**src/rtl/hazard_ctrl.sv**
```systemverilog
// Hazard/stall controller for the five-stage pipeline: load-use bubbles, memory-wait freeze, branch flush.
// Optional stall-cycle counter enabled by defining HAZARD_STALL_CNT_EN.
module hazard_ctrl #(
    parameter int TIMEOUT_CYC = 16
) (
    input  logic        clk_i,
    input  logic        rst_i,
    input  logic [4:0]  id_rs1_i,
    input  logic [4:0]  id_rs2_i,
    input  logic        id_use_rs1_i,
    input  logic        id_use_rs2_i,
    input  logic        idex_memread_i,
    input  logic [4:0]  idex_rd_i,
    input  logic        branch_taken_i,
    input  logic        mem_req_i,
    input  logic        mem_ack_i,
    output logic        pc_write_o,
    output logic        ifid_write_o,
    output logic        ifid_flush_o,
    output logic        idex_stall_o,
    output logic        idex_bubble_o,
    output logic        exmem_stall_o,
    output logic        err_o,
    output logic [31:0] stall_cnt_o
);

    localparam int CW = $clog2(TIMEOUT_CYC + 1);

    typedef enum logic [1:0] {
        RUN      = 2'd0,
        MEM_WAIT = 2'd1,
        ERR      = 2'd2
    } state_t;

    state_t          state_q, state_d;
    logic [CW-1:0]   wcnt_q, wcnt_d;
    logic            br_pend_q, br_pend_d;
    logic            freeze, load_use, br;

    always_comb begin
        freeze = (state_q == MEM_WAIT && !mem_ack_i) ||
                 (state_q == RUN && mem_req_i && !mem_ack_i) ||
                 (state_q == ERR);
        load_use = idex_memread_i && (idex_rd_i != 5'd0) &&
                   ((id_use_rs1_i && id_rs1_i == idex_rd_i) ||
                    (id_use_rs2_i && id_rs2_i == idex_rd_i));
        br = branch_taken_i || br_pend_q;

        pc_write_o    = 1'b1;
        ifid_write_o  = 1'b1;
        ifid_flush_o  = 1'b0;
        idex_stall_o  = 1'b0;
        idex_bubble_o = 1'b0;
        exmem_stall_o = 1'b0;
        err_o         = (state_q == ERR);
        state_d       = state_q;
        wcnt_d        = wcnt_q;
        br_pend_d     = br_pend_q;

        // A branch that cannot be flushed now is remembered until the pipeline moves.
        if (freeze) begin
            pc_write_o    = 1'b0;
            ifid_write_o  = 1'b0;
            idex_stall_o  = 1'b1;
            exmem_stall_o = 1'b1;
            if (branch_taken_i) br_pend_d = 1'b1;
        end else if (load_use) begin
            pc_write_o    = 1'b0;
            ifid_write_o  = 1'b0;
            idex_bubble_o = 1'b1;
            if (branch_taken_i) br_pend_d = 1'b1;
        end else if (br) begin
            ifid_flush_o = 1'b1;
            br_pend_d    = 1'b0;
        end

        case (state_q)
            RUN: begin
                if (mem_req_i && !mem_ack_i) begin
                    state_d = MEM_WAIT;
                    wcnt_d  = '0;
                end
            end
            MEM_WAIT: begin
                if (mem_ack_i) begin
                    state_d = RUN;
                end else if (wcnt_q == CW'(TIMEOUT_CYC - 1)) begin
                    state_d = ERR;
                end else begin
                    wcnt_d = wcnt_q + CW'(1);
                end
            end
            ERR:     state_d = ERR;
            default: state_d = RUN;
        endcase

        if (rst_i) begin
            pc_write_o    = 1'b0;
            ifid_write_o  = 1'b0;
            ifid_flush_o  = 1'b1;
            idex_stall_o  = 1'b0;
            idex_bubble_o = 1'b1;
            exmem_stall_o = 1'b0;
            err_o         = 1'b0;
        end
    end

    always_ff @(posedge clk_i) begin
        if (rst_i) begin
            state_q   <= RUN;
            wcnt_q    <= '0;
            br_pend_q <= 1'b0;
        end else begin
            state_q   <= state_d;
            wcnt_q    <= wcnt_d;
            br_pend_q <= br_pend_d;
        end
    end

`ifdef HAZARD_STALL_CNT_EN
    logic [31:0] stall_cnt_q, stall_cnt_d;

    always_comb begin
        stall_cnt_d = stall_cnt_q;
        if (!pc_write_o) stall_cnt_d = stall_cnt_q + 32'd1;
    end

    always_ff @(posedge clk_i) begin
        if (rst_i) stall_cnt_q <= 32'd0;
        else       stall_cnt_q <= stall_cnt_d;
    end

    assign stall_cnt_o = stall_cnt_q;
`else
    assign stall_cnt_o = 32'd0;
`endif

endmodule

```
**config.mk**
```make
export PLATFORM = sky130hd
export DESIGN_NAME = hazard_ctrl
export DESIGN_NICKNAME = d
export VERILOG_FILES = /design/src/rtl/hazard_ctrl.sv
export SDC_FILE = /design/constraint.sdc
export NUM_CORES = 1
export LEC_CHECK = 0
export CAP_MARGIN = 10
export CORE_ASPECT_RATIO = 0.6
export CORE_MARGIN = 1.5
export CORE_UTILIZATION = 30
export DETAILED_ROUTE_END_ITERATION = 8
export PLACE_DENSITY_LB_ADDON = 0.05
export SLEW_MARGIN = 20
export SYNTH_ARGS = -nofsm -noshare
export SYNTH_HDL_FRONTEND = slang
export SYNTH_SLANG_ARGS = --single-unit
```
**constraint.sdc**
```tcl
create_clock -name clk_i -period 1.6 [get_ports clk_i]
set_clock_uncertainty 0.05 [all_clocks]
set_input_delay 0.32 -clock clk_i [delete_from_list [all_inputs] [get_ports clk_i]]
set_output_delay 0.32 -clock clk_i [all_outputs]
set_load 0.02 [all_outputs]
```
==> impl_results.md <==
* Worst skew pair latency at 230 ps
* Arrival time worst endpoint at 1550 ps
* Logic pwr share at 0.377
* Residual DRC count at 0
* Ys flop type: dfxtp_1
* Post-route ant nets at 0
* Vias at 756
* Worst-path clk slew at 40 ps
* Violated checks: negative setup slack
* Final-report hold violation count at 0
* DIE AREA at 2989 sq um
* Multi-input gate area at 601.8 sq um
* Core Area at 2522 sq um
* Post-Syn Instances at 102
* Chip height at 42.96 um
* Leakage at 0.5823 nW
* Max cap viols at 0
* Synthesized area per cell at 7.826 sq um
* FF+latch area at 163.9 sq um
* Sink Count at 8
* Initial Util at 0.3165
* Largest net degree at the start of global routing at 8
* Top cells by area, synth: buf_4 (32%), dfxtp_1 (20%), xnor2_1 (11%), nor2_1 (4.7%), ha_1 (3.1%)
* Number of synthesized flops with an enable pin at 0
* Synth top area share at 0.3197
* Total power at 732.4 uW
* Layout Cells excl Fill at 180
* IO Pins at 62
* DR iter-0 viols at 21
* Crit path capture type: output port
* Clock tree root buffer cell: clkbuf_8
* Total internal power at 486.2 uW
* CTS max path bufs at 2
* Mapped Area at 798.3 sq um
* Share of layout cells above drive strength 1 at 0.4189
* Synth Register Bits at 8
* Die width at 69.60 um
* Vias in the first global route at 688
* RSZ-0062 raised after global routing: yes
* CTS buffer count at 3
* WL per Instance at 10.86 um
* PortBufs at 29
* Synth unique cells at 31
* Hold buffers post-CTS at 0
* Initial antenna violation count at 0
* Clk pwr share at 0.340
* R2R cell count at 7
* # diodes at 0
* GRT Residual Overflow at 0
* First drt pass iteration count at 4
* Total of warnings raised by yosys at 0
* Worst setup margin at -318.6 ps
* Post-synthesis async set-or-reset flop share at 0
* Hold Path Class: flip-flop to flip-flop
* Critical Path RT at 1230 ps
* Setup-failing EPs final at 4
* Fmax at 0.5212 GHz
* WL final at 1955 um
* Area delta synth->final at 58.93%
* Synth area leader: buf_4
* Register area share after synthesis at 0.2006
* Fillcell total at 244
* Sw power at 246.2 uW
* CTS tree: yes
* Seq pwr share at 0.283
* Vias per cell at 4.200
* Worst setup SP type: input port
* Tcrit/Tclk final at 1.199
* Sw Share at 0.3362
* Outcome: finished with violations
* PwrDens at 577.3 nW/um^2
* Htree depth at 1
* Critical path peak fanout at 4
* Fin nets at 175
* DP Cell Count at 176
* Top cells by count, synth: buf_4 (34), nor2_1 (10), xnor2_1 (10)
* Final slew viol count at 0
* First-pass GRT wire length at 3229 um
* Total GRT Usage at 0.1391
* Row cnt at 14
* Max VDD drop at 0.3328 mV
* Kind of critical path: input port to output port
* Most numerous cell in the Yosys netlist: buf_4
* Final RePlAce weighted congestion at 0.7741
* Hold Path Stages at 2
* Tmin final at 1919 ps
* DPL Wire Length at 1577 um
==> cell usage in the layout (no fill, tap or decap), types with 2 or more instances in the layout <==
cell             instances
inv_1                    3
nand4_1                  2
nor2_1                   8
xnor2_1                  7
buf_2                    2
o21ai_0                  2
clkdlybuf4s50_1          3
nor2_2                   2
a21oi_2                  3
nand2_2                  2
xnor2_2                  3
clkbuf_2                 2
dfxtp_1                  5
clkdlybuf4s15_1          3
clkbuf_8                 3
dlygate4sd2_1            9
nand2_1                  3
conb_1                  32
buf_6                   10
ha_4                     2
buf_4                   17
dfxtp_2                  3
==> per-stage QoR <==
step | TNS [ps] | worst slack (ps) | instance area (sq um) | hold WS (ps) | util
floorplan | -469.0 | -318.7 | 948.4 | 404.4 | -
global placement | -7447 | -1120 | 1144 | 422.8 | 0.4534
detailed placement | -7284 | -1128 | 1144 | 425.0 | 0.4534
CTS | -1242 | -356.9 | 1239 | 434.4 | 0.4911
global route | -1807 | -398.2 | 1269 | 476.4 | 0.5030
finish | -1196 | -318.6 | 1269 | 445.1 | 0.5030
==> critical path, stage by stage <==
cell      delay, ps
buf_6            90
or4_4           530
o211ai_4        200
nor3b_4         250
buf_6           150
==> cell type report <==
class / count / share of cell area
flip-flops and latches: 8 / 0.1292
multi-input cells: 87 / 0.4744
repair buffers: 47 / 0.3235
well taps: 32 / 0.03156
clock buffers: 3 / 0.03254
inverters: 3 / 0.008876
==> layer usage <==
layer | track usage | vias to the layer above | wire (um)
met5 | 0 | - | 0
met4 | 0.03529 | 0 | 16
met3 | 0.03563 | 2 | 92
met2 | 0.2288 | 34 | 907
met1 | 0.1834 | 351 | 938
li1 | - | 369 | -
==> kinds of logic after synthesis <==
logic type	Yosys count	share of synthesized area
AOI/OAI and AO/OA	16	0.1379
buffers and inverters	38	0.3385
adders and majority gates	2	0.03134
and+or+nand+nor	27	0.1771
xor gates and xnor gates	10	0.1097
other	1	0.004698
DFF	8	0.2006
==> path summary, 6_finish.rpt <==
check                                            start                      to  slack [ps]
worst max-delay path                      idex_rd_i[2]            ifid_write_o        -320
worst min-delay path            wcnt_q[4]$_SDFFE_PP0P_  wcnt_q[4]$_SDFFE_PP0P_         450
worst max register to register  wcnt_q[0]$_SDFFE_PP0P_  wcnt_q[3]$_SDFFE_PP0P_           0
worst min register to register  wcnt_q[4]$_SDFFE_PP0P_  wcnt_q[4]$_SDFFE_PP0P_         450
==> sequential cells by signal, indices dropped and copies added (netlist names) <==
name and count:
state_q 2, br_pend_q 1, wcnt_q 5
==> repair_timing <==
item,CTS,global route
setup endpoints to repair,11,12
pin swaps,22,11
endpoints found under the hold margin,0,0
gates resized for setup,91,13
buffers inserted,1,0
==> power by group through the flow <==
stage / logic, mW / clock network [mW] / registers, mW
finish: 0.276 / 0.249 / 0.207
floorplan: 0.206 / 0 / 0.210
global route: 0.296 / 0.270 / 0.207
global placement: 0.262 / 0 / 0.210
CTS: 0.268 / 0.253 / 0.207
detailed placement: 0.261 / 0 / 0.210
(Power assumes the default switching activity.)
